## src/rtl/syn_audio_pkg.sv

```systemverilog
// Shared audio-path types and constants: bps_t, WM8731 codec register
// addresses, acortex WM8731 driver local-bus map, and sequencer state type.
// Latency: n/a (declarations only). Backpressure: n/a.
package syn_audio_pkg;

    typedef enum logic {
        BPS_16 = 1'b0,
        BPS_32 = 1'b1
    } bps_t;

    // WM8731 control register addresses (7-bit I2C register field)
    localparam logic [6:0] WM8731_R0_ADDR    = 7'h00;
    localparam logic [6:0] WM8731_R1_ADDR    = 7'h01;
    localparam logic [6:0] WM8731_R2_ADDR    = 7'h02;
    localparam logic [6:0] WM8731_R3_ADDR    = 7'h03;
    localparam logic [6:0] WM8731_R4_ADDR    = 7'h04;
    localparam logic [6:0] WM8731_R5_ADDR    = 7'h05;
    localparam logic [6:0] WM8731_R6_ADDR    = 7'h06;
    localparam logic [6:0] WM8731_R7_ADDR    = 7'h07;
    localparam logic [6:0] WM8731_R8_ADDR    = 7'h08;
    localparam logic [6:0] WM8731_R9_ADDR    = 7'h09;
    localparam logic [6:0] WM8731_RESET_ADDR = 7'h0F;

    // acortex WM8731 driver registers on the local bus
    localparam logic [7:0] ACORTEX_WMDRVR_CTRL   = 8'h00;
    localparam logic [7:0] ACORTEX_WMDRVR_STATUS = 8'h01;
    localparam logic [7:0] ACORTEX_WMDRVR_FS_DIV = 8'h02;

    // Codec table index width shared by the sequencer and the ROM
    localparam int ROM_IDX_W = 4;

    typedef enum logic [3:0] {
        IDLE_S,
        STOP_S,
        POLL_S,
        I2C_S,
        GAP_S,
        FSDIV_S,
        CTRL_S,
        DONE_S,
        ERR_S
    } seq_state_t;

    // Codec I2C payload: register address in [15:9], 9-bit value in [8:0]
    function automatic logic [15:0] wm8731_word(input logic [6:0] addr,
                                                input logic [8:0] data);
        return {addr, data};
    endfunction

endpackage

```

## src/rtl/syn_wm8731_cfg_rom.sv

```systemverilog
// Codec register table: maps table index and sample width to the 16-bit I2C word.
// Latency: combinational, zero cycles.
// Backpressure: none; output follows inputs.
//  idx  in  table entry (0 = soft reset, 1..9 = R1..R9; R9 activates the codec last)
//  bps  in  sample width, selects R7 input word length
//  word out {reg_addr[6:0], reg_data[8:0]}; zero for indices past the table
module syn_wm8731_cfg_rom
    import syn_audio_pkg::*;
(
    input  logic [ROM_IDX_W-1:0] idx,
    input  bps_t                 bps,
    output logic [15:0]          word
);

    logic [8:0] r7_data;

    always_comb begin
        // R7: I2S format (0x002), IWL=32 bit adds 0x00C
        r7_data = (bps == BPS_32) ? 9'h00E : 9'h002;
        word    = '0;
        case (idx)
            4'd0:    word = wm8731_word(WM8731_RESET_ADDR, 9'h000);
            4'd1:    word = wm8731_word(WM8731_R1_ADDR,    9'h017);
            4'd2:    word = wm8731_word(WM8731_R2_ADDR,    9'h079);
            4'd3:    word = wm8731_word(WM8731_R3_ADDR,    9'h079);
            4'd4:    word = wm8731_word(WM8731_R4_ADDR,    9'h012);
            4'd5:    word = wm8731_word(WM8731_R5_ADDR,    9'h000);
            4'd6:    word = wm8731_word(WM8731_R6_ADDR,    9'h000);
            4'd7:    word = wm8731_word(WM8731_R7_ADDR,    r7_data);
            4'd8:    word = wm8731_word(WM8731_R8_ADDR,    9'h000);
            4'd9:    word = wm8731_word(WM8731_R9_ADDR,    9'h001);
            default: word = '0;
        endcase
    end

endmodule

```

## src/rtl/syn_wm8731_init_seq.sv

```systemverilog
// WM8731 power-up/re-config sequencer: stop driver, poll idle, write codec table over I2C, program FS_DIV/CTRL.
// Latency: one registered step per bus response; every output is a flop.
// Backpressure: waits on lb_*_valid and i2c_done/i2c_nack indefinitely; init_start ignored while busy.
//  clk_ir/rst_sync_l             clock, synchronous active-low reset
//  init_start, cfg_*             start pulse and configuration (captured on accepted start)
//  init_busy/init_done/init_err  status (done/err sticky until next start)
//  i2c_req/i2c_wdata, i2c_done/i2c_nack   I2C master handshake
//  lb_wr_en/lb_rd_en/lb_addr/lb_wr_data, lb_wr_valid/lb_rd_valid/lb_rd_data  driver local bus
module syn_wm8731_init_seq
    import syn_audio_pkg::*;
#(
    parameter int P_LB_DATA_W = 16,
    parameter int P_LB_ADDR_W = 8,
    parameter int P_NUM_REGS  = 10,
    parameter int P_RETRY_MAX = 3,
    parameter int P_FS_DIV_W  = 11
)(
    input  logic                   clk_ir,
    input  logic                   rst_sync_l,
    input  logic                   init_start,
    input  logic                   cfg_dac_en,
    input  logic                   cfg_adc_en,
    input  bps_t                   cfg_bps,
    input  logic [P_FS_DIV_W-1:0]  cfg_fs_div,
    output logic                   init_busy,
    output logic                   init_done,
    output logic                   init_err,
    output logic                   i2c_req,
    output logic [15:0]            i2c_wdata,
    input  logic                   i2c_done,
    input  logic                   i2c_nack,
    output logic                   lb_wr_en,
    output logic                   lb_rd_en,
    output logic [P_LB_ADDR_W-1:0] lb_addr,
    output logic [P_LB_DATA_W-1:0] lb_wr_data,
    input  logic                   lb_wr_valid,
    input  logic                   lb_rd_valid,
    input  logic [P_LB_DATA_W-1:0] lb_rd_data
);

    localparam int RETRY_W = (P_RETRY_MAX > 1) ? $clog2(P_RETRY_MAX) : 1;
    localparam logic [ROM_IDX_W-1:0] LAST_IDX   = ROM_IDX_W'(P_NUM_REGS - 1);
    localparam logic [RETRY_W-1:0]   RETRY_LAST = RETRY_W'(P_RETRY_MAX - 1);

    localparam logic [P_LB_ADDR_W-1:0] ADDR_CTRL   = P_LB_ADDR_W'(ACORTEX_WMDRVR_CTRL);
    localparam logic [P_LB_ADDR_W-1:0] ADDR_STATUS = P_LB_ADDR_W'(ACORTEX_WMDRVR_STATUS);
    localparam logic [P_LB_ADDR_W-1:0] ADDR_FS_DIV = P_LB_ADDR_W'(ACORTEX_WMDRVR_FS_DIV);

    seq_state_t               state;
    logic [ROM_IDX_W-1:0]     idx;
    logic [RETRY_W-1:0]       retry;
    logic                     dac_q;
    logic                     adc_q;
    bps_t                     bps_q;
    logic [P_FS_DIV_W-1:0]    fs_div_q;
    logic [15:0]              rom_word;
    logic [P_LB_DATA_W-1:0]   fs_div_word;
    logic [P_LB_DATA_W-1:0]   ctrl_word;

    // Only the driver-idle flag in STATUS[0] matters here
    logic unused_status_bits;
    assign unused_status_bits = ^lb_rd_data[P_LB_DATA_W-1:1];

    assign fs_div_word = {{(P_LB_DATA_W-P_FS_DIV_W){1'b0}}, fs_div_q};
    assign ctrl_word   = {{(P_LB_DATA_W-3){1'b0}}, (bps_q == BPS_32), adc_q, dac_q};

    syn_wm8731_cfg_rom u_rom (
        .idx  (idx),
        .bps  (bps_q),
        .word (rom_word)
    );

    always_ff @(posedge clk_ir) begin
        if (!rst_sync_l) begin
            state      <= IDLE_S;
            idx        <= '0;
            retry      <= '0;
            dac_q      <= 1'b0;
            adc_q      <= 1'b0;
            bps_q      <= BPS_16;
            fs_div_q   <= '0;
            init_busy  <= 1'b0;
            init_done  <= 1'b0;
            init_err   <= 1'b0;
            i2c_req    <= 1'b0;
            i2c_wdata  <= '0;
            lb_wr_en   <= 1'b0;
            lb_rd_en   <= 1'b0;
            lb_addr    <= '0;
            lb_wr_data <= '0;
        end else begin
            // Bus strobes are single-cycle; each state raises them only on the
            // cycle it issues a new request.
            lb_wr_en <= 1'b0;
            lb_rd_en <= 1'b0;

            unique case (state)
                IDLE_S, DONE_S, ERR_S: begin
                    if (init_start) begin
                        dac_q      <= cfg_dac_en;
                        adc_q      <= cfg_adc_en;
                        bps_q      <= cfg_bps;
                        fs_div_q   <= cfg_fs_div;
                        idx        <= '0;
                        retry      <= '0;
                        init_busy  <= 1'b1;
                        init_done  <= 1'b0;
                        init_err   <= 1'b0;
                        lb_wr_en   <= 1'b1;
                        lb_addr    <= ADDR_CTRL;
                        lb_wr_data <= '0;
                        state      <= STOP_S;
                    end
                end

                STOP_S: begin
                    if (lb_wr_valid) begin
                        lb_rd_en <= 1'b1;
                        lb_addr  <= ADDR_STATUS;
                        state    <= POLL_S;
                    end
                end

                POLL_S: begin
                    if (lb_rd_valid) begin
                        if (lb_rd_data[0]) begin
                            i2c_req   <= 1'b1;
                            i2c_wdata <= rom_word;
                            state     <= I2C_S;
                        end else begin
                            lb_rd_en <= 1'b1;
                        end
                    end
                end

                I2C_S: begin
                    // nack is checked first so a simultaneous done is treated as a failure
                    if (i2c_nack) begin
                        i2c_req <= 1'b0;
                        if (retry == RETRY_LAST) begin
                            init_err  <= 1'b1;
                            init_busy <= 1'b0;
                            state     <= ERR_S;
                        end else begin
                            retry <= retry + 1'b1;
                            state <= GAP_S;
                        end
                    end else if (i2c_done) begin
                        i2c_req <= 1'b0;
                        retry   <= '0;
                        if (idx == LAST_IDX) begin
                            lb_wr_en   <= 1'b1;
                            lb_addr    <= ADDR_FS_DIV;
                            lb_wr_data <= fs_div_word;
                            state      <= FSDIV_S;
                        end else begin
                            idx   <= idx + 1'b1;
                            state <= GAP_S;
                        end
                    end
                end

                // One cycle with req low between attempts/entries so the master
                // sees a fresh request; rom_word already reflects the new idx.
                GAP_S: begin
                    i2c_req   <= 1'b1;
                    i2c_wdata <= rom_word;
                    state     <= I2C_S;
                end

                FSDIV_S: begin
                    if (lb_wr_valid) begin
                        lb_wr_en   <= 1'b1;
                        lb_addr    <= ADDR_CTRL;
                        lb_wr_data <= ctrl_word;
                        state      <= CTRL_S;
                    end
                end

                CTRL_S: begin
                    if (lb_wr_valid) begin
                        init_done <= 1'b1;
                        init_busy <= 1'b0;
                        state     <= DONE_S;
                    end
                end

                default: state <= IDLE_S;
            endcase
        end
    end

endmodule
```

## config.mk

```make
export PLATFORM = sky130hd
export DESIGN_NAME = syn_wm8731_init_seq
export DESIGN_NICKNAME = d
export VERILOG_FILES = /design/src/rtl/syn_audio_pkg.sv /design/src/rtl/syn_wm8731_cfg_rom.sv /design/src/rtl/syn_wm8731_init_seq.sv
export SDC_FILE = /design/constraint.sdc
export NUM_CORES = 1
export LEC_CHECK = 0
export CAP_MARGIN = 5
export CELL_PAD_IN_SITES_DETAIL_PLACEMENT = 1
export CELL_PAD_IN_SITES_GLOBAL_PLACEMENT = 1
export CORE_ASPECT_RATIO = 1.1
export CORE_MARGIN = 1
export CORE_UTILIZATION = 34
export DETAILED_ROUTE_END_ITERATION = 16
export HOLD_SLACK_MARGIN = 0.15
export MAX_ROUTING_LAYER = met4
export PLACE_DENSITY_LB_ADDON = 0.1
export SYNTH_ARGS = -nofsm -noshare
export SYNTH_HDL_FRONTEND = slang
export SYNTH_SLANG_ARGS = --single-unit
```

## constraint.sdc

```tcl
create_clock -name clk_ir -period 2.2 [get_ports clk_ir]
set_input_delay 0.33 -clock clk_ir [delete_from_list [all_inputs] [get_ports clk_ir]]
set_output_delay 0.33 -clock clk_ir [all_outputs]
set_load 0.02 [all_outputs]
```

* After elaboration in Yosys (flattened, before gate mapping)
Cells that the tools add are included.
** Word-level totals
- Register bits :: 70
- Bits in latches :: 0
- Bits in writable memories :: 0
- ROM bits :: 0
- Input port bits :: 37
- Output and inout port bits :: 46
- Word-level logic and storage cells :: 135
- Memories kept :: 0
** Cells by class
- Add/sub/neg operators :: 2
- Multiply operators :: 0
- Divide/modulo/power cells :: 0
- $lt $le $gt $ge :: 0
- Equal/unequal tests :: 32
- Shifts and indexed selects :: 0
- Muxes and demuxes :: 64
- Bitwise gates (word level) :: 0
- Reduce and logical (&&, ||, !) cells :: 21
** Operator list (number)
- $pmux W13 S10 :: 1
- $mux W16 :: 7
- $mux W4 :: 14
- $mux W8 :: 6
- $pmux W16 S3 :: 1
- $eq A4 B3 Y1 const B :: 8
- $pmux W16 S2 :: 1
- $pmux W8 S4 :: 1
- $pmux W4 S7 :: 1
- $ne A2 B2 Y1 const B :: 12
- $mux W1 :: 20
- $eq A4 B2 Y1 const B :: 4
- $reduce_and A7 Y1 :: 2
- $eq A4 B4 Y1 const B :: 3
- $reduce_and A4 Y1 :: 3
- $reduce_and A5 Y1 :: 2
- $pmux W1 S3 :: 3
- $reduce_bool A3 Y1 :: 3
- $eq A4 B1 Y1 const B :: 2
- $logic_not A4 Y1 :: 2
- $mux W2 :: 4
- $pmux W4 S2 :: 1
- $ne A3 B3 Y1 const B :: 2
- $pmux W1 S2 :: 3
- other kinds (10) :: 13

* Logic depth before layout (Yosys ltp)
Gate-level depths: netlist (run 1).
- Depth in word-level cells :: 5
- Mapped depth :: 9
- Gate-level depth less buffers :: 7

* Cells and area by module
Synthesis (run 1) repeated with hierarchy kept, for this count alone.
** Second synthesis, totals
- Cells, all modules :: 338
- Area total of the unflattened synthesis :: 3085.5 um^2
** By module, submodules not included
- syn_wm8731_init_seq :: instances 1, cells an instance 308, area an instance 2899.0 um^2, sequential area each 1181.1 um^2
- syn_wm8731_cfg_rom :: instances 1, cells an instance 30, area an instance 186.4 um^2, sequential area each 0.0 um^2

* Least setup slack after synthesis (run 1)
No wires, ideal clock.
- Path kind :: flip-flop to flip-flop
- From :: reg state[3]
- To :: reg lb_wr_data[0]
- Setup time :: 0.072 ns
- Arrival :: 1.579 ns
- Required time :: 2.128 ns
- Setup slack :: 0.550 ns
- Cell stages (with the launch flop) :: 7
- Buffers on the path :: 2
- Period minus slack after synthesis :: 1.650 ns
- Cell sequence :: dfxtp_1 > buf_6 > or2_2 > or3_4 > o2111ai_1 > buf_6 > mux2i_1
** On the way
- Longest elaborated chain between the ends :: 4
- Elaborated cells on any way between the ends :: 14
- Classes of those cells :: eq/ne: 9; mux: 1; reduce/logical: 4
** Ends and longest elaborated chain
- start: declaration :: RTL line syn_wm8731_init_seq.sv:49 : seq_state_t state;
- start signal: assignment :: RTL line syn_wm8731_init_seq.sv:75 : state <= IDLE_S;
- start signal: assignment :: RTL line syn_wm8731_init_seq.sv:112 : state <= STOP_S;
- start signal: assignment :: RTL line syn_wm8731_init_seq.sv:120 : state <= POLL_S;
- $eq A4 B3 Y1 (tied with other cells) :: RTL line syn_wm8731_init_seq.sv:97 : unique case (state)
- $reduce_or A3 Y1 :: RTL line syn_wm8731_init_seq.sv:97
- $ne A2 B2 Y1 (no line) or $reduce_bool A3 Y1 (tied branches)
- $reduce_and A6 Y1 (no line)
- end signal: assignment :: RTL line syn_wm8731_init_seq.sv:154 : lb_wr_data <= fs_div_word;
- end signal: assignment :: RTL line syn_wm8731_init_seq.sv:175 : lb_wr_data <= ctrl_word;
- end: declaration :: RTL line syn_wm8731_init_seq.sv:35 : output logic [P_LB_DATA_W-1:0] lb_wr_data,
Parallel ways exist; a longest one is shown, timed or not.
A chain may end at the register's enable or synchronous reset.

* Worst setup path after layout (run 1)
- From :: reg state[1]
- To :: reg lb_wr_data[5]
Same word-level chain as after synthesis.

==> flow_summary.yaml, run 1 <==
yosys:
  synth_top_family_by_area: "simple AND/OR/NAND/NOR gates"
  synthFlopType: "dfxtp_1"
  yosys_warnings: 0
  yosysMostFrequentCell: "nand2_1"
  ys_types: 52
  synth-simple-area-share_pct: 24.43
  avgSynthCellArea_sq_um: 8.298
  synth_compound_gate_area_share_pct: 16.82
  mappedNetlistArea_sq_mm: 0.002730
  async_flop_share_pct: 0
  synth_area_leaders: "dfxtp_1, nand2_1, mux2i_1, buf_4, a21boi_0"
  synth_cells: 329
  synthMuxAreaShare_pct: 5.866
  synth_seq_cells: 53
  synth_top_cell_area_share_pct: 38.86
  synth_common_cells: "nand2_1, dfxtp_1, buf_4, a21oi_1, nor2b_1"
  synth_fa_ha_area_share_pct: 2.291
  synth_edf_count: 0
  seq_area_frac_synth_pct: 38.86
  synth_xor_area_share_pct: 0.9624
  synth_top_area_cell: "dfxtp_1"
pwr:
  irDropWorstVdd_mv: 0.4369
  cellPowerDensity_mw_per_mm2: 976.6
  leakage_nw: 1.262
  total_power_mw: 3.297
floorplanning:
  rows: 33
  fp.dieW_microns: 87.44
  die_area_sq_mm: 0.008392
  pin_count: 83
  fp.dieH_microns: 95.98
  design.core.area_sq_mm: 0.007597
  initial_core_util_pct: 35.94
worst_setup_path:
  path_class: "flop to flop"
  worstPathMaxFanout: 17
  required_ps: 2450
  start_kind: "flop"
  reg2reg_from: "state[1]"
  critPathCaptureType: "flop"
  reg2reg_to: "lb_wr_data[5]"
  critical_path_arrival_ps: 2250
  reg2reg_depth: 5
  regToRegSetupSlack_ps: 200
flow_run:
  cap_violations: 0
clock_tree:
  htree_levels: 2
  cts_buffers: 5
  clk_root_buffer_cell: "clkbuf_8"
  clock_sinks: 53
  clk_path_buf_depth: 2
  clock_latency_ps: 310
  cts_resized: 0
  post-cts-setup-buffers: 0
  cts_hold_buf: 0
  cts.clk_slew.worst_paths_ps: 100
  cts_tree: "yes"
timing:
  min_period_over_period_pct: 90.89
  max_slew_margin_pct: 63.03
  hold_viol_final: 0
  setup_violations: 0
  skew_ps: 7.484
  final-max-slew-violation-count: 0
  fin_crit_ps: 1999
  rsz0062_at_grt: "false"
  tns_ps: 0
  timing.fmax_mhz: 500.1
  worst_slew_pin_slew_ps: 554.6
final_layout:
  diodes: 0
  layout.nets: 416
  fillers: 942
  drive_above_1_share_pct: 8.000
  syn_to_final_growth_pct: 23.65
place:
  port_buffers: 51
  dp_hpwl_microns: 4656
  routabilityCongestion: 0.8274
detailed_routing:
  via_count: 2334
  wl_microns: 6411
  wl_per_cell_microns: 13.36
  drcViolationCount: 0
  dr.first_iter.drc_count: 96
  ant_nets: 0
  via_per_inst: 4.863
  drtPass1Iterations: 4
worst_hold_path:
  holdPathStages: 2
  hp-class: "flop to flop"
  hp-start: "i2c_req"
  min_to: "i2c_req"
grt:
  antenna_found_initial: 0
  grt-ovfl-total: 0
  grt_pass1_vias: 2235
  grt_pass1_wl_microns: 10830
  grt_max_degree: 34
  grt_usage_pct: 16.97
run_status:
  status: "finished clean"
stage by stage:
stage          setup slack (ps)  util (%)  instances  area (sq um)  hold WS [ps]
3_5_place_dp              133.7     43.20        472          3282         434.0
2_1_floorplan             549.8         -        344          2786         443.2
4_1_cts                   172.2     44.43        480          3376         449.3
6_report                  200.5     44.43        480          3376         443.4
3_3_place_gp              132.9     43.20        472          3282         429.2
5_1_grt                   12.41     44.43        480          3376         471.1
final cells by class:
class	count	area [sq um]	share of cell area, %
multi-input cells	243	1435	42.51
flip-flops and latches	53	1061	31.43
repair buffers	64	628.1	18.61
well taps	105	131.4	3.892
clock buffers	5	68.82	2.039
inverters	7	26.28	0.7784
clock inverters	3	25.02	0.7413
cells in the final DEF (no fill, tap or decap), types with 2 or more instances in the layout:
cell type and count:
a211oi_1 2, a21boi_0 16, a21oi_1 18, a22o_1 3, a31oi_1 5, buf_12 2, buf_4 11, clkbuf_8 5
clkdlybuf4s50_1 50, conb_1 16, dfxtp_1 53, ha_1 5, inv_1 7, mux2i_1 16, nand2_1 57, nand2b_1 4
nand3_1 14, nand4_1 3, nor2_1 16, nor2b_1 18, nor3_1 7, o21ai_0 9, or2_2 2, or3_1 3
xnor2_1 2
flip-flops by register name (all words and copies together) (netlist names), 2 cells and up:
register,cells
state,4
idx,4
retry,2
lb_addr,2
i2c_wdata,10
lb_wr_data,11
fs_div_q,11
how the worst max path moves through the flow:
| stage | depth (start not counted) | end | start | slack, ps |
|---|---|---|---|---|
| after CTS | 5 | lb_wr_data[5] | state[1] | 170 |
| after global routing | 6 | fs_div_q[2] | state[1] | 10 |
| after detailed placement | 7 | lb_wr_data[0] | i2c_done | 130 |
| final | 5 | lb_wr_data[5] | state[1] | 200 |
| after global placement | 6 | state[0] | init_start | 130 |
| after floorplan | 6 | lb_wr_data[0] | state[3] | 550 |
metal layers:
layer | routed length, microns | track usage [%] | up-vias
met5 | 0 | - | -
met4 | 59 | 4.098 | 0
met3 | 232 | 3.002 | 5
met2 | 3116 | 28.58 | 52
met1 | 3002 | 21.11 | 1095
li1 | - | - | 1182
cells by family after synthesis:
kind of cell	Yosys count
flip-flops	53
adder cells (fa/ha/maj)	5
multiplexers	16
AND/OR/NAND/NOR	135
AO/OA/AOI/OAI	68
XOR/XNOR	3
buffers and inverters	48
other	1
report_power, final:
part | internal (mW) | leakage [nW] | switching, mW
Combinational | 0.651 | 0.787 | 0.808
Clock | 0.231 | 0.0447 | 0.348
Sequential | 1.11 | 0.431 | 0.153
worst max-delay path, stage by stage (launching register included):
cell and delay (ps):
dfxtp_1 670, and4bb_2 490, nand2_1 140, o2111ai_1 150
buf_4 280, mux2i_1 200
Note: power is estimated with default switching activity, not from simulation.
==> inputs of run 2 (changes only) <==
TNS_END_PERCENT = 1   (was default)
==> results of run 2 <==
Final layout, timing and power as in run 1 (identical DEF).
